--- src/rtl/wb_initiator_if.sv ---
`default_nettype none
// ============================================================================
//  Module      : wb_initiator_if
//  Description : Command/response stream plus Wishbone classic bus bundle
//                seen by the wb_initiator master.
//  Revision    : 1.0 - initial release
// ============================================================================
interface wb_initiator_if #(
    parameter int WIDTH = 8
) ();
    // Command stream
    logic             cmd_valid;
    logic             cmd_ready;
    logic             cmd_we;
    logic [31:0]      cmd_adr;
    logic [WIDTH-1:0] cmd_dat;

    // Response stream
    logic             rsp_valid;
    logic             rsp_ready;
    logic [WIDTH-1:0] rsp_dat;
    logic [1:0]       rsp_status;

    // Wishbone classic bus
    logic [31:0]      wbm_adr_o;
    logic [WIDTH-1:0] wbm_dat_o;
    logic             wbm_we_o;
    logic             wbm_cyc_o;
    logic             wbm_stb_o;
    logic [2:0]       wbm_cti_o;
    logic [1:0]       wbm_bte_o;
    logic [WIDTH-1:0] wbm_dat_i;
    logic             wbm_ack_i;
    logic             wbm_err_i;
    logic             wbm_rty_i;

    // View from the initiator
    modport master (
        input  cmd_valid, cmd_we, cmd_adr, cmd_dat, rsp_ready,
        input  wbm_dat_i, wbm_ack_i, wbm_err_i, wbm_rty_i,
        output cmd_ready, rsp_valid, rsp_dat, rsp_status,
        output wbm_adr_o, wbm_dat_o, wbm_we_o, wbm_cyc_o, wbm_stb_o,
        output wbm_cti_o, wbm_bte_o
    );

    // View from the command source and bus slave side
    modport slave (
        output cmd_valid, cmd_we, cmd_adr, cmd_dat, rsp_ready,
        output wbm_dat_i, wbm_ack_i, wbm_err_i, wbm_rty_i,
        input  cmd_ready, rsp_valid, rsp_dat, rsp_status,
        input  wbm_adr_o, wbm_dat_o, wbm_we_o, wbm_cyc_o, wbm_stb_o,
        input  wbm_cti_o, wbm_bte_o
    );
endinterface
`default_nettype wire

--- src/rtl/wb_initiator.sv ---
`default_nettype none
// ============================================================================
//  Module      : wb_initiator
//  Description : Single-transaction Wishbone classic-cycle master driven by a
//                valid/ready command stream. Handles ack/err/rty, retries with
//                a one-cycle gap, and a stb watchdog; returns data + status.
//  Revision    : 1.0 - initial release
// ============================================================================
module wb_initiator #(
    parameter int WIDTH       = 8,
    parameter int TIMEOUT     = 255,
    parameter int MAX_RETRY   = 3,
    parameter int DAT_LATENCY = 1
) (
    input  logic           wb_clk,
    input  logic           wb_rst,
    wb_initiator_if.master bus
);
    localparam int TO_W  = (TIMEOUT   > 0) ? $clog2(TIMEOUT + 1)   : 1;
    localparam int RTY_W = (MAX_RETRY > 0) ? $clog2(MAX_RETRY + 1) : 1;

    // Value of the timeout counter on the edge that must abort
    localparam logic [TO_W-1:0]  TO_LAST = (TIMEOUT > 0) ? TO_W'(TIMEOUT - 1) : '0;
    localparam logic [RTY_W-1:0] RTY_MAX = RTY_W'(MAX_RETRY);

    localparam logic [1:0] ST_OK      = 2'b00;
    localparam logic [1:0] ST_ERR     = 2'b01;
    localparam logic [1:0] ST_TIMEOUT = 2'b10;
    localparam logic [1:0] ST_RETRY   = 2'b11;

    typedef enum logic [2:0] {
        S_IDLE    = 3'd0,
        S_BUS     = 3'd1,
        S_CAPTURE = 3'd2,
        S_GAP     = 3'd3,
        S_RESP    = 3'd4
    } state_t;

    state_t           r_state;
    logic [31:0]      r_adr;
    logic [WIDTH-1:0] r_dat;
    logic             r_we;
    logic             r_cyc;
    logic             r_cmd_ready;
    logic             r_rsp_valid;
    logic [WIDTH-1:0] r_rsp_dat;
    logic [1:0]       r_rsp_status;
    logic [TO_W-1:0]  r_to_cnt;
    logic [RTY_W-1:0] r_rty_cnt;

    // Transaction sequencer: all bus and response outputs come straight from here
    always_ff @(posedge wb_clk) begin
        if (wb_rst) begin
            r_state      <= S_IDLE;
            r_adr        <= '0;
            r_dat        <= '0;
            r_we         <= 1'b0;
            r_cyc        <= 1'b0;
            r_cmd_ready  <= 1'b1;
            r_rsp_valid  <= 1'b0;
            r_rsp_dat    <= '0;
            r_rsp_status <= ST_OK;
            r_to_cnt     <= '0;
            r_rty_cnt    <= '0;
        end else begin
            case (r_state)
                S_IDLE: begin
                    if (bus.cmd_valid) begin
                        r_adr        <= bus.cmd_adr;
                        r_dat        <= bus.cmd_dat;
                        r_we         <= bus.cmd_we;
                        r_to_cnt     <= '0;
                        r_rty_cnt    <= '0;
                        r_rsp_dat    <= '0;
                        r_rsp_status <= ST_OK;
                        r_cmd_ready  <= 1'b0;
                        r_cyc        <= 1'b1;
                        r_state      <= S_BUS;
                    end
                end

                S_BUS: begin
                    // Termination priority: err > ack > rty > watchdog
                    if (bus.wbm_err_i) begin
                        r_cyc        <= 1'b0;
                        r_rsp_status <= ST_ERR;
                        r_rsp_valid  <= 1'b1;
                        r_state      <= S_RESP;
                    end else if (bus.wbm_ack_i) begin
                        r_cyc <= 1'b0;
                        if (r_we) begin
                            r_rsp_status <= ST_OK;
                            r_rsp_valid  <= 1'b1;
                            r_state      <= S_RESP;
                        end else if (DAT_LATENCY == 0) begin
                            r_rsp_dat    <= bus.wbm_dat_i;
                            r_rsp_status <= ST_OK;
                            r_rsp_valid  <= 1'b1;
                            r_state      <= S_RESP;
                        end else begin
                            // Registered-data slave: read data arrives one cycle later
                            r_state <= S_CAPTURE;
                        end
                    end else if (bus.wbm_rty_i) begin
                        r_cyc <= 1'b0;
                        if (r_rty_cnt != RTY_MAX) begin
                            r_rty_cnt <= r_rty_cnt + 1'b1;
                            r_state   <= S_GAP;
                        end else begin
                            r_rsp_status <= ST_RETRY;
                            r_rsp_valid  <= 1'b1;
                            r_state      <= S_RESP;
                        end
                    end else if (TIMEOUT != 0 && r_to_cnt == TO_LAST) begin
                        r_cyc        <= 1'b0;
                        r_rsp_status <= ST_TIMEOUT;
                        r_rsp_valid  <= 1'b1;
                        r_state      <= S_RESP;
                    end else if (r_to_cnt != '1) begin
                        r_to_cnt <= r_to_cnt + 1'b1;
                    end
                end

                S_CAPTURE: begin
                    r_rsp_dat    <= bus.wbm_dat_i;
                    r_rsp_status <= ST_OK;
                    r_rsp_valid  <= 1'b1;
                    r_state      <= S_RESP;
                end

                S_GAP: begin
                    // One idle cycle, then re-issue the same request with a fresh watchdog
                    r_to_cnt <= '0;
                    r_cyc    <= 1'b1;
                    r_state  <= S_BUS;
                end

                S_RESP: begin
                    if (bus.rsp_ready) begin
                        r_rsp_valid <= 1'b0;
                        r_cmd_ready <= 1'b1;
                        r_state     <= S_IDLE;
                    end
                end

                default: begin
                    r_cyc       <= 1'b0;
                    r_rsp_valid <= 1'b0;
                    r_cmd_ready <= 1'b1;
                    r_state     <= S_IDLE;
                end
            endcase
        end
    end

    assign bus.cmd_ready  = r_cmd_ready;
    assign bus.rsp_valid  = r_rsp_valid;
    assign bus.rsp_dat    = r_rsp_dat;
    assign bus.rsp_status = r_rsp_status;
    assign bus.wbm_adr_o  = r_adr;
    assign bus.wbm_dat_o  = r_dat;
    assign bus.wbm_we_o   = r_we;
    assign bus.wbm_cyc_o  = r_cyc;
    assign bus.wbm_stb_o  = r_cyc;
    assign bus.wbm_cti_o  = 3'b000;
    assign bus.wbm_bte_o  = 2'b00;
endmodule
`default_nettype wire

--- src/flat_wrapper.sv ---
// flat-port wrapper written by rule: the top's interface ports become plain ports
module wb_initiator_flat 
#(
    parameter int WIDTH       = 8,
    parameter int TIMEOUT     = 255,
    parameter int MAX_RETRY   = 3,
    parameter int DAT_LATENCY = 1
)
  (wb_clk, wb_rst, bus_cmd_valid, bus_cmd_we, bus_cmd_adr, bus_cmd_dat, bus_rsp_ready, bus_wbm_dat_i, bus_wbm_ack_i, bus_wbm_err_i, bus_wbm_rty_i, bus_cmd_ready, bus_rsp_valid, bus_rsp_dat, bus_rsp_status, bus_wbm_adr_o, bus_wbm_dat_o, bus_wbm_we_o, bus_wbm_cyc_o, bus_wbm_stb_o, bus_wbm_cti_o, bus_wbm_bte_o);
  wb_initiator_if #(.WIDTH(WIDTH)) bus_i ();
  input  logic wb_clk;
  input  logic wb_rst;
  input wire logic [$bits(bus_i.cmd_valid)-1:0] bus_cmd_valid;
  input wire logic [$bits(bus_i.cmd_we)-1:0] bus_cmd_we;
  input wire logic [$bits(bus_i.cmd_adr)-1:0] bus_cmd_adr;
  input wire logic [$bits(bus_i.cmd_dat)-1:0] bus_cmd_dat;
  input wire logic [$bits(bus_i.rsp_ready)-1:0] bus_rsp_ready;
  input wire logic [$bits(bus_i.wbm_dat_i)-1:0] bus_wbm_dat_i;
  input wire logic [$bits(bus_i.wbm_ack_i)-1:0] bus_wbm_ack_i;
  input wire logic [$bits(bus_i.wbm_err_i)-1:0] bus_wbm_err_i;
  input wire logic [$bits(bus_i.wbm_rty_i)-1:0] bus_wbm_rty_i;
  output wire logic [$bits(bus_i.cmd_ready)-1:0] bus_cmd_ready;
  output wire logic [$bits(bus_i.rsp_valid)-1:0] bus_rsp_valid;
  output wire logic [$bits(bus_i.rsp_dat)-1:0] bus_rsp_dat;
  output wire logic [$bits(bus_i.rsp_status)-1:0] bus_rsp_status;
  output wire logic [$bits(bus_i.wbm_adr_o)-1:0] bus_wbm_adr_o;
  output wire logic [$bits(bus_i.wbm_dat_o)-1:0] bus_wbm_dat_o;
  output wire logic [$bits(bus_i.wbm_we_o)-1:0] bus_wbm_we_o;
  output wire logic [$bits(bus_i.wbm_cyc_o)-1:0] bus_wbm_cyc_o;
  output wire logic [$bits(bus_i.wbm_stb_o)-1:0] bus_wbm_stb_o;
  output wire logic [$bits(bus_i.wbm_cti_o)-1:0] bus_wbm_cti_o;
  output wire logic [$bits(bus_i.wbm_bte_o)-1:0] bus_wbm_bte_o;
  assign bus_i.cmd_valid = bus_cmd_valid;
  assign bus_i.cmd_we = bus_cmd_we;
  assign bus_i.cmd_adr = bus_cmd_adr;
  assign bus_i.cmd_dat = bus_cmd_dat;
  assign bus_i.rsp_ready = bus_rsp_ready;
  assign bus_i.wbm_dat_i = bus_wbm_dat_i;
  assign bus_i.wbm_ack_i = bus_wbm_ack_i;
  assign bus_i.wbm_err_i = bus_wbm_err_i;
  assign bus_i.wbm_rty_i = bus_wbm_rty_i;
  assign bus_cmd_ready = bus_i.cmd_ready;
  assign bus_rsp_valid = bus_i.rsp_valid;
  assign bus_rsp_dat = bus_i.rsp_dat;
  assign bus_rsp_status = bus_i.rsp_status;
  assign bus_wbm_adr_o = bus_i.wbm_adr_o;
  assign bus_wbm_dat_o = bus_i.wbm_dat_o;
  assign bus_wbm_we_o = bus_i.wbm_we_o;
  assign bus_wbm_cyc_o = bus_i.wbm_cyc_o;
  assign bus_wbm_stb_o = bus_i.wbm_stb_o;
  assign bus_wbm_cti_o = bus_i.wbm_cti_o;
  assign bus_wbm_bte_o = bus_i.wbm_bte_o;
  wb_initiator #(.WIDTH(WIDTH), .TIMEOUT(TIMEOUT), .MAX_RETRY(MAX_RETRY), .DAT_LATENCY(DAT_LATENCY)) u_core (.wb_clk(wb_clk), .wb_rst(wb_rst), .bus(bus_i));
endmodule
--- config.mk ---
export PLATFORM = sky130hd
export DESIGN_NAME = wb_initiator_flat
export DESIGN_NICKNAME = d
export VERILOG_FILES = /design/src/rtl/wb_initiator_if.sv /design/src/rtl/wb_initiator.sv /design/src/flat_wrapper.sv
export SDC_FILE = /design/constraint.sdc
export NUM_CORES = 1
export LEC_CHECK = 0
export ABC_CLOCK_PERIOD_IN_PS = 5610
export CAP_MARGIN = 20
export CORE_MARGIN = 5
export CORE_UTILIZATION = 40
export CTS_BUF_LIST = sky130_fd_sc_hd__clkbuf_16
export CTS_CLUSTER_DIAMETER = 60
export CTS_CLUSTER_SIZE = 10
export DETAILED_ROUTE_END_ITERATION = 6
export PLACE_DENSITY = 0.77
export REMOVE_ABC_BUFFERS = 1
export SYNTH_ARGS = -nofsm -noshare
export SYNTH_HDL_FRONTEND = slang
export SYNTH_SLANG_ARGS = --single-unit
--- constraint.sdc ---
create_clock -name wb_clk -period 5.61 [get_ports wb_clk]
set_clock_uncertainty 0.15 [all_clocks]
set_input_delay 0.561 -clock wb_clk [delete_from_list [all_inputs] [get_ports wb_clk]]
set_output_delay 0.561 -clock wb_clk [all_outputs]
set_load 0.03 [all_outputs]
==> results.txt <==
status = complete, no violations
drt initial violations = 171
fmax = 398 MHz
Tot Pwr = 1.42 mW
Mapped Cells = 343
fin util = 62.1%
initial antenna violation count = 0
Post-DP HPWL = 5.32 mm
Post-CTS Setup Bufs = 0
power density cells = 338 nW/um2
most frequent cells in the layout = 109 x clkdlybuf4s50_1, 88 x nand2_1, 67 x dfxtp_1, 52 x a21oi_1, 21 x nor2_1
worst path cell trace = or3b_1 > or4_4 > or2_4 > a221oi_2 > o21a_1
layout cells sized above 1 = 6.01%
Clock Tree Root = clkbuf_16
mean post-synth cell area = 8.07 um2
H-tree levels = 3
WHS Path Cells = 2
synthesis-stage register bit count = 67
Clock Sinks = 67
minimum clock period = 2510 ps
VDD IR max = 0.147 mV
cts bufs inserted = 9
Top FF cell, synth = dfxtp_1
post-CTS sizing = 0
asr flop ratio synth = 0%
largest net degree at the start of global routing = 69
vias in the first global route = 2523
Die Wd = 93.2 um
crit end category = flop
clock-pin slew on the worst setup and hold paths = 50 ps
period utilization = 44.8%
first-pass GRT wire length = 11.7 mm
R2R setup slack = 3100 ps
CP max-delay cell = or3b_1
critical path arrival = 2630 ps
Final Max Slew Viols = 0
Area growth, synth to finish = 51.6%
Min Hold Slack = 301 ps
clk buf depth = 2
Max-cap violations = 0
routed wire length = 7.45 mm
R2R Path End = u_core.bus.wbm_cyc_o
die area = 8680 um2
Final Setup Violations = 0
TritonCTS clock tree = yes
Tot GR Track Use = 16.8%
Worst-Margin Slew = 688 ps
Mapped Area = 2770 um2
core area = 6760 um2
max incr delay on CP = 550 ps
Vias/cell = 5.12
starting density of the core = 40.9%
Critical Path RT = 5720 ps
# port buffers = 110
Detail Route Antenna Nets = 0
leading cell type in the layout, fill and taps excluded = clkdlybuf4s50_1
RD Place Congestion = 0.880
distinct cell type count after synthesis = 47
layout net count = 503
cts hold-fix bufs = 0
Worst-Skew Late Latency = 320 ps
Setup TNS = 0 ps
ant diodes = 0
row cnt = 30
Lkg Pwr = 1.57 nW
Worst Hold End = u_core.bus.wbm_adr_o[17]
Die H = 93.2 um
RSZ-0062 raised after global routing = no
Max FO, Critical Path = 11
post-synth top area cell = dfxtp_1
Syn. warnings = 0
sequential fraction of the synthesis area = 48.5%
DRC = 0
I/O pins = 116
worst hold path type = flop to flop
WS Path Type = flop to flop
Post-synth EDFFs = 0
max_slew headroom = 54.1%
Via Count = 2707
Hold Vio Cnt, Final = 0
worst hold start = u_core.bus.wbm_adr_o[17]
wire per inst = 14.1 um
Initial DRT Pass Iterations = 7
Synth top area share = 48.5%
worst flop-to-flop path startpoint = u_core.r_state[0]
delay-heaviest family, CP = simple AND/OR/NAND/NOR gates
Worst Path Buf+Inv = 0
GRT overflow = 0
FF-to-FF path depth = 5
startpoint types = flop
Area contributors post-synth = dfxtp_1 48%, nand2_1 12%, a21oi_1 9.4%
cell families (layout without fill, tap and decap cells):
kind of cell / Yosys count / in the layout / share of synthesized area, %
buffers and inverters: 32 / 134 / 5.20
other: 1 / 5 / 0.136
multiplexers: 5 / 5 / 1.81
AO/OA/AOI/OAI: 87 / 87 / 18.9
AND/OR/NAND/NOR: 148 / 148 / 24.2
flip-flops: 67 / 67 / 48.5
adder cells (fa/ha/maj): 3 / 3 / 1.36
routing by layer:
| metal | routed length (um) | share of wire, % | up-vias | GRT usage (%) |
|---|---|---|---|---|
| met5 | 0 | 0 | - | 0 |
| met4 | 234 | 3.1 | 0 | 9.04 |
| met3 | 365 | 4.9 | 17 | 3.94 |
| met2 | 3750 | 50 | 81 | 28.7 |
| met1 | 3100 | 42 | 1244 | 19.3 |
| li1 | - | - | 1365 | - |
how the worst max path moves through the flow:
stage	start	cells past startpoint	slack, ps	to
after floorplan	u_core.r_state[0]	5	3340	u_core.bus.wbm_cyc_o
after global placement	bus_wbm_rty_i	6	3060	u_core.bus.rsp_status[1]
after detailed placement	bus_wbm_rty_i	6	3010	u_core.bus.rsp_status[1]
after CTS	u_core.r_state[0]	5	3110	u_core.bus.wbm_cyc_o
after global routing	u_core.r_state[0]	5	2980	u_core.r_to_cnt[4]
final	u_core.r_state[0]	5	3100	u_core.bus.wbm_cyc_o
report_power, final:
| group | total [mW] | internal, mW | leakage [nW] | switching, mW |
|---|---|---|---|---|
| sequential | 0.533 | 0.510 | 0.547 | 0.0229 |
| combinational | 0.298 | 0.127 | 0.876 | 0.171 |
| clock | 0.587 | 0.387 | 0.151 | 0.200 |
Yosys cell counts, types with 2 or more instances:
library cell / n
nand2_1: 88
dfxtp_1: 67
ha_1: 3
clkbuf_1: 19
nand2b_1: 2
inv_1: 5
a22oi_1: 9
nor3_1: 6
mux2i_1: 5
a31oi_1: 2
o21bai_1: 2
o21ai_0: 9
and2_1: 3
nor4b_1: 2
and3_1: 4
nand3_1: 3
or3_1: 4
or2_2: 2
nor2b_1: 2
nor2_1: 21
buf_4: 6
nand4_1: 3
a21oi_1: 52
flip-flops by register name, indices dropped and copies added, names as in the netlist:
| name | flops |
|---|---|
| u_core.bus.wbm_cyc_o | 1 |
| u_core.bus.wbm_dat_o | 8 |
| u_core.r_to_cnt | 8 |
| u_core.bus.cmd_ready | 1 |
| u_core.r_rty_cnt | 2 |
| u_core.bus.wbm_we_o | 1 |
| u_core.r_state | 3 |
| u_core.bus.rsp_status | 2 |
| u_core.bus.rsp_dat | 8 |
| u_core.bus.rsp_valid | 1 |
| u_core.bus.wbm_adr_o | 32 |
cell type report:
class	count	area, um2
Clock buffer	9	225
Multi-Input combinational cell	248	1300
Timing Repair Buffer	113	1120
Fill cell	582	2560
Tap cell	80	100
Inverter	5	18.8
Sequential cell	67	1340
Clock inverter	7	92.6
stage by stage:
step	worst slack, ps	area (um2)	cells
floorplan	3340	2660	320
global placement	3060	3870	513
detailed placement	3010	3870	513
CTS	3110	4190	529
global route	2980	4190	529
finish	3100	4190	529
worst reg2reg max path: cells and delay by family, from the launching register on:
family / cells / cell delay [ps]
AOI/OAI and AO/OA: 2 / 400
and+or+nand+nor: 3 / 1370
DFF: 1 / 540
Note: power is estimated with default switching activity, not from simulation.
==> RTL change (same settings) <==
Make the reset (`wb_rst`) asynchronous in one clocked block.
--- a/src/rtl/wb_initiator.sv
+++ b/src/rtl/wb_initiator.sv
@@ -50,5 +50,5 @@
 
     // Transaction sequencer: all bus and response outputs come straight from here
-    always_ff @(posedge wb_clk) begin
+    always_ff @(posedge wb_clk or posedge wb_rst) begin
         if (wb_rst) begin
             r_state      <= S_IDLE;
Behaviour: differs if wb_rst is asserted again (counterexample within 4 cycles, from zero or initial values and one cycle with wb_rst high); with wb_rst held inactive, the same outputs for 10 cycles.
==> RTL change against the original RTL <==
- first-iteration DRC count decreased by 58%
- cell count decreased by 15%
- area after synthesis increased by 9.2%
- sequential cell count unchanged
- die area increased by 8.2%
- synthesized cell count decreased by 32%
- setup slack improved by 0.19 ns
- cell area increased by 7.3%
- non-clock buffer count decreased by 1
- wire length decreased by 3.1%
- critical endpoint is now u_core.bus.rsp_status[1]
- highest routed layer unchanged
Power is not compared: it rests on default switching activity, and its combinational part moved more than twofold at a synthesized area within 25%.
==> RTL change: results (changes against the original RTL) <==
CTS
  • Root buf cell: clkbuf_16 (unchanged)
  • Cts bufs inserted: 9 (unchanged)
  • Post-cts sizing count: 0 (unchanged)
  • Hold-fix buffer count after cts: 0 (unchanged)
  • Worst-path clk slew: 0.05 ns (about the same)
  • Worst skew pair latency: 0.32 ns (about the same)
  • H-tree Lvls: 3 (unchanged)

Worst setup path
  • Crit-path slowest cell: dfrtp_1 (was or3b_1)
  • CP top delay family: simple AND/OR/NAND/NOR gates (unchanged)
  • Worst EP arrival: 2.42 ns (was 2.63 ns)
  • Worst path max stage delay: 0.77 ns (was 0.55 ns)
  • Worst-path maximum fanout: 20 (was 11)

Layout
  • Fillers: 617 (was 582)
  • Nets@finish: 403 (was 503)
  • Layout cell share with drive strength beyond 1: 18.34% (was 6.013%)
  • Max reg flops: 32 (unchanged)
  • Ant. Diodes: 0 (unchanged)

Global route
  • GRT Resource Usage Total: 15.75% (was 16.77%)
  • Pin count of the biggest net entering global routing: 68 (was 69)
  • GRT met1 Usage: 18.29% (was 19.27%)
  • First-pass GRT wire length: 12.13 mm (was 11.74 mm)
  • M2 GR Usage: 25.80% (was 28.73%)
  • Met3 Usage GRT: 6.906% (was 3.942%)
  • Vias in the first global route: 2,530 (was 2,523)

Route
  • Post-DR wirelength/cell: 16.12 um (was 14.09 um)
  • Vias per cell: 5.152 (was 5.117)
  • Pre-antenna DRT Iters: 4 (was 7)
  • Initial DRC Count: 72 (was 171)

Synthesis
  • Top_reg_cell synth: dfrtp_1 (was dfxtp_1)
  • Async set-reset flop share out of synthesis: 100.0% (was 0%)
  • Ys Warns: 0 (unchanged)
  • Sequential area share after synthesis: 55.53% (was 48.48%)
  • Top post-synthesis cells by area: dfrtp_1 55%, mux2_2 15%, a22o_1 3.5% (was dfxtp_1 48%, nand2_1 12%, a21oi_1 9.4%)
  • Count of cell types in the netlist: 45 (was 47)
  • Post-synth EDFFs: 0 (unchanged)
  • Post-synth top cells: 66 x dfrtp_1, 39 x mux2_2, 12 x a22o_1, 11 x buf_4 (was 88 x nand2_1, 67 x dfxtp_1, 52 x a21oi_1, 21 x nor2_1, 19 x clkbuf_1)

Place
  • Routability cong.: 0.8209 (was 0.8796)
  • Post-DP Area: 0.004164 sq mm (was 0.003875 sq mm)
  • Hpwl dp: 5.275 mm (was 5.324 mm)
  • Port bufs: 110 (unchanged)

Power and ir drop
  • Worst VDD drop: 0.3420 mV

STA
  • Worst-margin pin slew: 0.8337 ns (was 0.6883 ns)

Worst hold path
  • Hold Path Class: flip-flop to flip-flop (unchanged)

Status
  • Status: finished clean (unchanged)
==> RTL change: changes by cell type after synthesis, sizes merged, moves of 18 or more <==
cell,delta
nand2,-83
dfxtp,-67
dfrtp,+66
a21oi,-44
mux2,+42
clkbuf,-18
nor2,-18
==> RTL change: worst paths after layout <==
kind / from / endpoint / slack [ns] / cells after the start
max: u_core.r_state[0] / u_core.bus.rsp_status[1] / 3.28 / 4
min in group asynchronous: wb_rst / u_core.bus.wbm_dat_o[2] / 0.66 / 3
max in group asynchronous: wb_rst / u_core.bus.rsp_dat[5] / 4.10 / 3
min: u_core.bus.cmd_ready / u_core.bus.cmd_ready / 0.32 / 2
min reg2reg: u_core.bus.cmd_ready / u_core.bus.cmd_ready / 0.32 / 2
max reg2reg: u_core.r_state[0] / u_core.bus.rsp_status[1] / 3.28 / 4
==> RTL change: power breakdown <==
part,total [mW],internal (mW),switching [mW]
clock network,0.622,0.429,0.193
registers,0.850,0.693,0.157
logic,1.28,0.592,0.691
total,2.75,1.71,1.04
==> RTL change: area by class of cell <==
cell class	count	area (sq um)	share of cell area [%]
inverters	9	33.78	0.7510
multi-input cells	145	1212	26.95
clock buffers	9	225.2	5.007
clock inverters	7	108.9	2.420
repair buffers	112	1116	24.81
flip-flops and latches	67	1678	37.30
well taps	99	123.9	2.754
==> RTL change: metrics by stage <==
stage / hold slack, ns / util (%) / setup slack, ns / total power, mW / instances
finish: 0.3151 / 61.69 / 3.283 / 2.755 / 448
floorplan: 0.2940 / - / 2.563 / 1.603 / 221
global route: 0.3577 / 61.69 / 3.088 / 2.909 / 448
global placement: 0.3017 / 57.10 / 3.032 / 2.122 / 432
detailed placement: 0.3105 / 57.10 / 2.994 / 2.149 / 432
CTS: 0.3180 / 61.69 / 3.300 / 2.789 / 448
==> RTL change: per-layer routing <==
metal,up-vias,share of wire (%)
met4,0,1.2
met5,-,0
met3,9,9.6
li1,1079,-
met2,86,48
met1,1134,41
==> RTL change: logic make-up (layout without fill, tap and decap cells) <==
family                     after synthesis  in the layout  share of synthesized area, %
buffers and inverters                   25            137                         4.844
DFF                                     67             67                         55.53
muxes                                   42             42                         15.65
adders and majority gates                3              3                         1.242
and+or+nand+nor                         40             40                         9.275
AOI/OAI and AO/OA                       55             55                         13.33
other                                    1              5                        0.1241
==> RTL change: worst min-delay path, stage by stage (launching register included) <==
cell and delay, ns:
dfstp_2 0.36, inv_1 0.04, a21oi_1 0.05
